### src/rtl/washer_ctrl_if.sv
// Button/time-base inputs and display-stage outputs of the wash-cycle controller.
interface washer_ctrl_if;
  logic       tick;
  logic       power_btn;
  logic       start_btn;
  logic       mode_btn;
  logic       power_light;
  logic       run_light;
  logic       wash_light;
  logic       rinse_light;
  logic       spin_light;
  logic       buzz;
  logic [1:0] mode;
  logic [6:0] total_time;
  logic [6:0] current_time;
  logic [6:0] current_water;

  modport master (
    output tick, power_btn, start_btn, mode_btn,
    input  power_light, run_light, wash_light, rinse_light, spin_light, buzz,
           mode, total_time, current_time, current_water
  );

  modport slave (
    input  tick, power_btn, start_btn, mode_btn,
    output power_light, run_light, wash_light, rinse_light, spin_light, buzz,
           mode, total_time, current_time, current_water
  );
endinterface

### src/rtl/washer_ctrl.sv
// Wash-cycle controller: power/program/pause FSM stepping fill, wash, drain,
// rinse and spin phases on the tick time base; every output is registered.
module washer_ctrl #(
  parameter int WASH_T    = 9,
  parameter int RINSE_T   = 6,
  parameter int SPIN_T    = 3,
  parameter int WATER_LVL = 3,
  parameter int BUZZ_T    = 2
) (
  input  logic         clk,
  input  logic         rst,
  washer_ctrl_if.slave bus
);

  typedef enum logic [2:0] {
    S_OFF, S_IDLE, S_FILL, S_WASH, S_DRAIN, S_RINSE, S_SPIN, S_DONE
  } state_t;

  typedef enum logic [1:0] {G_WASH, G_RINSE, G_SPIN} stage_t;

  localparam logic [6:0] LVL       = 7'(WATER_LVL);
  localparam logic [6:0] WASH_CNT  = 7'(WASH_T);
  localparam logic [6:0] RINSE_CNT = 7'(RINSE_T);
  localparam logic [6:0] SPIN_CNT  = 7'(SPIN_T);
  localparam logic [7:0] BUZZ_CNT  = 8'(BUZZ_T);
  localparam logic [6:0] WASH_LEN  = 7'(WATER_LVL + WASH_T);
  localparam logic [6:0] RINSE_DRY = 7'(WATER_LVL + RINSE_T);
  localparam logic [6:0] TOTAL0    = 7'(4 * WATER_LVL + WASH_T + RINSE_T + SPIN_T);
  localparam logic [6:0] TOTAL1    = 7'(2 * WATER_LVL + WASH_T + SPIN_T);
  localparam logic [6:0] TOTAL2    = 7'(2 * WATER_LVL + RINSE_T + SPIN_T);

  function automatic logic [6:0] program_total(input logic [1:0] m);
    case (m)
      2'd0:    return TOTAL0;
      2'd1:    return TOTAL1;
      2'd2:    return TOTAL2;
      default: return SPIN_CNT;
    endcase
  endfunction

  function automatic logic [6:0] dec_sat(input logic [6:0] v);
    return (v == 7'd0) ? 7'd0 : v - 7'd1;
  endfunction

  function automatic logic running(input state_t s);
    return s inside {S_FILL, S_WASH, S_DRAIN, S_RINSE, S_SPIN};
  endfunction

  state_t     state_q, state_n;
  stage_t     stage_q, stage_n;
  logic       paused_q, paused_n;
  logic [1:0] mode_q, mode_n;
  logic [6:0] water_q, water_n;
  logic [6:0] cnt_q, cnt_n;
  logic [6:0] total_q, total_n;
  logic [6:0] cur_q, cur_n;
  logic [7:0] buzz_cnt_q, buzz_cnt_n;
  logic [2:0] lights_n;

  always_comb begin
    // NOTE: every next value defaults to its current value, so no latch is inferred.
    state_n    = state_q;
    stage_n    = stage_q;
    paused_n   = paused_q;
    mode_n     = mode_q;
    water_n    = water_q;
    cnt_n      = cnt_q;
    total_n    = total_q;
    cur_n      = cur_q;
    buzz_cnt_n = buzz_cnt_q;

    if (bus.power_btn) begin
      if (state_q == S_OFF) begin
        state_n = S_IDLE;
        total_n = TOTAL0;
      end else begin
        state_n    = S_OFF;
        stage_n    = G_WASH;
        paused_n   = 1'b0;
        mode_n     = 2'd0;
        water_n    = '0;
        cnt_n      = '0;
        total_n    = '0;
        cur_n      = '0;
        buzz_cnt_n = '0;
      end
    end else begin
      unique case (state_q)
        S_IDLE: begin
          if (bus.start_btn) begin
            paused_n = 1'b0;
            unique case (mode_q)
              2'd0, 2'd1: begin state_n = S_FILL; stage_n = G_WASH;  cur_n = WASH_LEN;  end
              2'd2:       begin state_n = S_FILL; stage_n = G_RINSE; cur_n = RINSE_DRY; end
              default:    begin
                state_n = S_SPIN; stage_n = G_SPIN; cnt_n = SPIN_CNT; cur_n = SPIN_CNT;
              end
            endcase
          end else if (bus.mode_btn) begin
            mode_n  = mode_q + 2'd1;
            total_n = program_total(mode_n);
          end
        end
        S_FILL, S_WASH, S_DRAIN, S_RINSE, S_SPIN: begin
          // A start press wins over a coincident tick; that tick is dropped.
          if (bus.start_btn) begin
            paused_n = !paused_q;
          end else if (bus.tick && !paused_q) begin
            total_n = dec_sat(total_q);
            cur_n   = dec_sat(cur_q);
            unique case (state_q)
              S_FILL: begin
                water_n = water_q + 7'd1;
                if (water_n == LVL) begin
                  state_n = (stage_q == G_WASH) ? S_WASH : S_RINSE;
                  cnt_n   = (stage_q == G_WASH) ? WASH_CNT : RINSE_CNT;
                end
              end
              S_DRAIN: begin
                water_n = water_q - 7'd1;
                if (water_n == 7'd0) begin
                  state_n = (stage_q == G_RINSE) ? S_FILL : S_SPIN;
                  cnt_n   = SPIN_CNT;
                end
              end
              S_WASH, S_RINSE: begin
                cnt_n = cnt_q - 7'd1;
                if (cnt_n == 7'd0) begin
                  // Stage boundary: reload current_time; an empty drain is skipped.
                  if (state_q == S_WASH && mode_q == 2'd0) begin
                    stage_n = G_RINSE;
                    state_n = (water_q == 7'd0) ? S_FILL : S_DRAIN;
                    cur_n   = water_q + LVL + RINSE_CNT;
                  end else begin
                    stage_n = G_SPIN;
                    state_n = (water_q == 7'd0) ? S_SPIN : S_DRAIN;
                    cnt_n   = SPIN_CNT;
                    cur_n   = water_q + SPIN_CNT;
                  end
                end
              end
              S_SPIN: begin
                cnt_n = cnt_q - 7'd1;
                if (cnt_n == 7'd0) begin
                  state_n    = S_DONE;
                  total_n    = '0;
                  cur_n      = '0;
                  buzz_cnt_n = '0;
                end
              end
              default: ;
            endcase
          end
        end
        S_DONE: begin
          if (bus.start_btn) begin
            state_n = S_IDLE;
            total_n = program_total(mode_q);
          end else if (bus.tick) begin
            buzz_cnt_n = buzz_cnt_q + 8'd1;
            if (buzz_cnt_n == BUZZ_CNT) begin
              state_n = S_IDLE;
              total_n = program_total(mode_q);
            end
          end
        end
        default: ;
      endcase
    end
  end

  // Lights are decoded from next-state so they switch with the state itself.
  always_comb begin
    lights_n = 3'b000;
    if (state_n == S_IDLE)
      lights_n = {1'b1, (mode_n == 2'd0) || (mode_n == 2'd2), mode_n < 2'd2};
    else if (running(state_n))
      lights_n = 3'b001 << stage_n;
  end

  always_ff @(posedge clk) begin
    if (rst) begin
      state_q         <= S_OFF;
      stage_q         <= G_WASH;
      paused_q        <= 1'b0;
      mode_q          <= 2'd0;
      water_q         <= '0;
      cnt_q           <= '0;
      total_q         <= '0;
      cur_q           <= '0;
      buzz_cnt_q      <= '0;
      bus.power_light <= 1'b0;
      bus.run_light   <= 1'b0;
      bus.wash_light  <= 1'b0;
      bus.rinse_light <= 1'b0;
      bus.spin_light  <= 1'b0;
      bus.buzz        <= 1'b0;
    end else begin
      // NOTE: non-blocking assignments keep every register sampling pre-edge values.
      state_q         <= state_n;
      stage_q         <= stage_n;
      paused_q        <= paused_n;
      mode_q          <= mode_n;
      water_q         <= water_n;
      cnt_q           <= cnt_n;
      total_q         <= total_n;
      cur_q           <= cur_n;
      buzz_cnt_q      <= buzz_cnt_n;
      bus.power_light <= (state_n != S_OFF);
      bus.run_light   <= running(state_n) && !paused_n;
      bus.wash_light  <= lights_n[0];
      bus.rinse_light <= lights_n[1];
      bus.spin_light  <= lights_n[2];
      bus.buzz        <= (state_n == S_DONE);
    end
  end

  assign bus.mode          = mode_q;
  assign bus.total_time    = total_q;
  assign bus.current_time  = cur_q;
  assign bus.current_water = water_q;

endmodule

### src/flat_wrapper.sv
// flat-port wrapper written by rule: the top's interface ports become plain ports
module washer_ctrl_flat 
#(
  parameter int WASH_T    = 9,
  parameter int RINSE_T   = 6,
  parameter int SPIN_T    = 3,
  parameter int WATER_LVL = 3,
  parameter int BUZZ_T    = 2
)
  (clk, rst, bus_tick, bus_power_btn, bus_start_btn, bus_mode_btn, bus_power_light, bus_run_light, bus_wash_light, bus_rinse_light, bus_spin_light, bus_buzz, bus_mode, bus_total_time, bus_current_time, bus_current_water);
  washer_ctrl_if bus_i ();
  input  logic clk;
  input  logic rst;
  input wire logic [$bits(bus_i.tick)-1:0] bus_tick;
  input wire logic [$bits(bus_i.power_btn)-1:0] bus_power_btn;
  input wire logic [$bits(bus_i.start_btn)-1:0] bus_start_btn;
  input wire logic [$bits(bus_i.mode_btn)-1:0] bus_mode_btn;
  output wire logic [$bits(bus_i.power_light)-1:0] bus_power_light;
  output wire logic [$bits(bus_i.run_light)-1:0] bus_run_light;
  output wire logic [$bits(bus_i.wash_light)-1:0] bus_wash_light;
  output wire logic [$bits(bus_i.rinse_light)-1:0] bus_rinse_light;
  output wire logic [$bits(bus_i.spin_light)-1:0] bus_spin_light;
  output wire logic [$bits(bus_i.buzz)-1:0] bus_buzz;
  output wire logic [$bits(bus_i.mode)-1:0] bus_mode;
  output wire logic [$bits(bus_i.total_time)-1:0] bus_total_time;
  output wire logic [$bits(bus_i.current_time)-1:0] bus_current_time;
  output wire logic [$bits(bus_i.current_water)-1:0] bus_current_water;
  assign bus_i.tick = bus_tick;
  assign bus_i.power_btn = bus_power_btn;
  assign bus_i.start_btn = bus_start_btn;
  assign bus_i.mode_btn = bus_mode_btn;
  assign bus_power_light = bus_i.power_light;
  assign bus_run_light = bus_i.run_light;
  assign bus_wash_light = bus_i.wash_light;
  assign bus_rinse_light = bus_i.rinse_light;
  assign bus_spin_light = bus_i.spin_light;
  assign bus_buzz = bus_i.buzz;
  assign bus_mode = bus_i.mode;
  assign bus_total_time = bus_i.total_time;
  assign bus_current_time = bus_i.current_time;
  assign bus_current_water = bus_i.current_water;
  washer_ctrl #(.WASH_T(WASH_T), .RINSE_T(RINSE_T), .SPIN_T(SPIN_T), .WATER_LVL(WATER_LVL), .BUZZ_T(BUZZ_T)) u_core (.clk(clk), .rst(rst), .bus(bus_i));
endmodule
### config.mk
export PLATFORM = sky130hd
export DESIGN_NAME = washer_ctrl_flat
export DESIGN_NICKNAME = d
export VERILOG_FILES = /design/src/rtl/washer_ctrl_if.sv /design/src/rtl/washer_ctrl.sv /design/src/flat_wrapper.sv
export SDC_FILE = /design/constraint.sdc
export NUM_CORES = 1
export LEC_CHECK = 0
export CAP_MARGIN = 20
export CORE_ASPECT_RATIO = 2
export CORE_MARGIN = 2
export CORE_UTILIZATION = 44
export CTS_CLUSTER_SIZE = 28
export DETAILED_ROUTE_END_ITERATION = 10
export DONT_BUFFER_PORTS = 1
export GPL_ROUTABILITY_DRIVEN = 1
export GPL_TIMING_DRIVEN = 0
export HOLD_SLACK_MARGIN = 0.02
export PLACE_DENSITY = 0.67
export SYNTH_ARGS = -nofsm -noshare
export SYNTH_HDL_FRONTEND = slang
export SYNTH_SLANG_ARGS = --single-unit
### constraint.sdc
create_clock -name clk -period 7.31 [get_ports clk]
set_input_delay 0.731 -clock clk [delete_from_list [all_inputs] [get_ports clk]]
set_output_delay 0.731 -clock clk [all_outputs]
set_load 0.03 [all_outputs]
==> metrics.txt <==
status finished, final reports clean; Flop pwr share 48.0%; critical path type reg2reg; drt first pass iters 5; CP Capture Type flop; final worst-path cycle share 48.0%; Residual DRC 0; leading area contributor after synthesis dfxtp_1; Num CTS Buffers 5; WP data required 7.53 ns; GR Layer Usage met2 52.0%; die area 9590 sq um; Buffers on Ports 0; post-cts sizing count 0; CTS tree yes; Pins Over Slew Limit 0; drt wl/cell 20.5 um; nets@finish 568; GR peak layer met2; Comb power frac 14.9%; ys async rst share 0%; drt total wl 13.1 mm; maxcap violations 0; DR iter-0 viols 243; initial antenna violation count 0; total number of vias 4081; met1 Track Usage GR 27.9%; final hold vios 0; flops & latches, synth 50; Area Overhead vs Synth 6.87%; post-route ant nets 0; grt total ovfl 0; sequential area share after synthesis 25.9%; Post-synth top flop dfxtp_1; number of flops mapped to enable cells by yosys 0; worst slack, placed 3.84 ns; gr usage total 28.0%; Clock Path Buffers 2; Psw 187 uW; vias per cell 6.37; clock sinks 50; die height 137 um; Highest Clock Rate 0.285 GHz; Antenna diodes 0; Worst Path Arrival 3.73 ns; Rel. slew slack 32.5%; Avg Cell Area, Syn 7.24 sq um; Mapped Nets 561; clk root buf clkbuf_16; startpoint types flop; Synth Instances 534; Worst Max-Slew Pin Slew 1.00 ns; row count 48; io pins 35; Leak 0.00145 uW; number of synthesis warnings 0; peak supply drop 0.000140 V; setup bufs post-CTS 0; Net Sw Frac 30.1%; Worst Hold Class reg2reg; Yosys cell types 65; core area 8590 sq um; GPL Wtd Cong 0.991; layout cell share with drive strength beyond 1 4.81%; Post-Route Setup TNS 0 ns; final setup fails 0; Clock Skews 0.00493 ns; Worst-path clk slew 0.07 ns; Int Pwr 433 uW; CTS Hold Bufs 0; pin count of the biggest net entering global routing 16; post-synth top area share 25.9%; Die W 70.3 um; vias in the first global route 4021; Clock power frac 37.2%; PnR worst setup slack 3.80 ns; RSZ-0062 raised after global routing no; first-pass GRT wire length 21.1 mm; main area contributors after synthesis dfxtp_1 26%, ha_1 6.8%, nor2_1 6.4%, a21oi_1 6.0%, o21ai_0 4.3%; Final HPWL DP 10.1 mm; Skew-Pair Late Insertion Delay 0.30 ns; H-tree depth 2; Critical Path Fanout Max 10; met3 usage 4.20%; Power Density 150 nW/um^2; Final Critical Period 3.51 ns; Starting Density 45.0%; Post-Syn Area 3860 sq um
==> through the flow <==
step | area, sq um | hold WS (ns) | power, uW | cells | util (%)
5_1_grt | 4130 | 0.493 | 643 | 641 | 48.1
4_1_cts | 4130 | 0.473 | 622 | 641 | 48.1
2_1_floorplan | 3860 | 0.444 | 366 | 534 | -
3_3_place_gp | 3990 | 0.452 | 392 | 634 | 46.4
3_5_place_dp | 3990 | 0.463 | 393 | 634 | 46.4
6_report | 4130 | 0.472 | 620 | 641 | 48.1
==> path summary, 6_finish.rpt <==
| check | from | to | slack [ns] | cells past startpoint |
|---|---|---|---|---|
| worst max-delay path | u_core.bus.current_water[0] | u_core.bus.wash_light | 3.80 | 10 |
| worst min-delay path | u_core.buzz_cnt_q[7] | u_core.buzz_cnt_q[7] | 0.47 | 2 |
| worst max register to register | u_core.bus.current_water[0] | u_core.bus.wash_light | 3.80 | 10 |
| worst min register to register | u_core.buzz_cnt_q[7] | u_core.buzz_cnt_q[7] | 0.47 | 2 |
==> critical path: stages (launching register included) <==
cell	delay [ns]
dfxtp_1	0.66
clkbuf_1	0.43
inv_1	0.16
ha_1	0.30
xnor2_1	0.25
nand4_1	0.28
o41ai_1	0.47
a21oi_1	0.16
nor2_1	0.26
a31oi_1	0.24
o22ai_1	0.21
==> Yosys cell counts (3+ instances only) <==
master and instances:
nor2_1 66, dfxtp_1 50, a21oi_1 46, nand2_1 37, o21ai_0 33, clkbuf_1 30
nor3_1 28, inv_1 23, ha_1 21, nand3_1 17, or3_1 14, xnor2_1 12
a31oi_1 10, and2_1 10, nand4_1 9, a22oi_1 8, nand3b_1 8, and3_1 7
nor4_1 7, xor2_1 7, nand2b_1 6, nor2b_1 6, o221ai_1 6, o22ai_1 6
mux2i_1 5, o211ai_1 4, or2_2 4, a211oi_1 3, o2111ai_1 3, o21bai_1 3
o31ai_1 3, o32ai_1 3, or4_1 3
==> power by group through the flow <==
stage                     registers (uW)  clock network, uW  logic (uW)
after floorplan                      301                  0        65.6
after detailed placement             304                  0        89.9
final                                298                231        92.3
after global routing                 298                244         101
after global placement               304                  0        88.2
after CTS                            297                235        90.3
==> cells in the final DEF, fill, tap and decap left out, drive strengths merged, types with 10 or more instances in the layout <==
cell    instances
a21oi          46
a31oi          10
and2           10
clkbuf         35
dfxtp          50
ha             21
inv            23
nand2          38
nand3          17
nor2           67
nor3           28
o21ai          34
or3            15
xnor2          12
==> layer usage <==
metal,vias up,share of wire [%]
met5,-,0
met4,0,6.6
met3,56,4.5
met2,146,54
met1,1940,35
li1,1939,-
==> kinds of logic (layout without fill, tap and decap cells) <==
family,count (synthesis),in the layout,synth area share (%)
AO/OA/AOI/OAI,146,146,24.1
buffers and inverters,58,65,6.09
flip-flops,50,50,25.9
multiplexers,5,5,1.30
AND/OR/NAND/NOR,235,235,31.5
XOR/XNOR,19,19,4.31
adder cells (fa/ha/maj),21,21,6.80
==> layout make-up <==
| type | count | area (sq um) |
|---|---|---|
| fill | 910 | 4460 |
| multi-input combinational | 426 | 2630 |
| sequential | 50 | 1000 |
| buffer | 34 | 145 |
| clock buffer | 5 | 125 |
| tap | 100 | 125 |
| inverter | 24 | 90.1 |
| clock inverter | 2 | 15.0 |
==> flip-flops by register name, indices dropped and copies added, names as in the netlist, 2 cells and up <==
name	flops
u_core.bus.current_water	7
u_core.stage_q	2
u_core.cnt_q	7
u_core.bus.mode	2
u_core.state_q	3
u_core.bus.total_time	7
u_core.bus.current_time	7
u_core.buzz_cnt_q	8
Note: power is estimated with default switching activity, not from simulation.
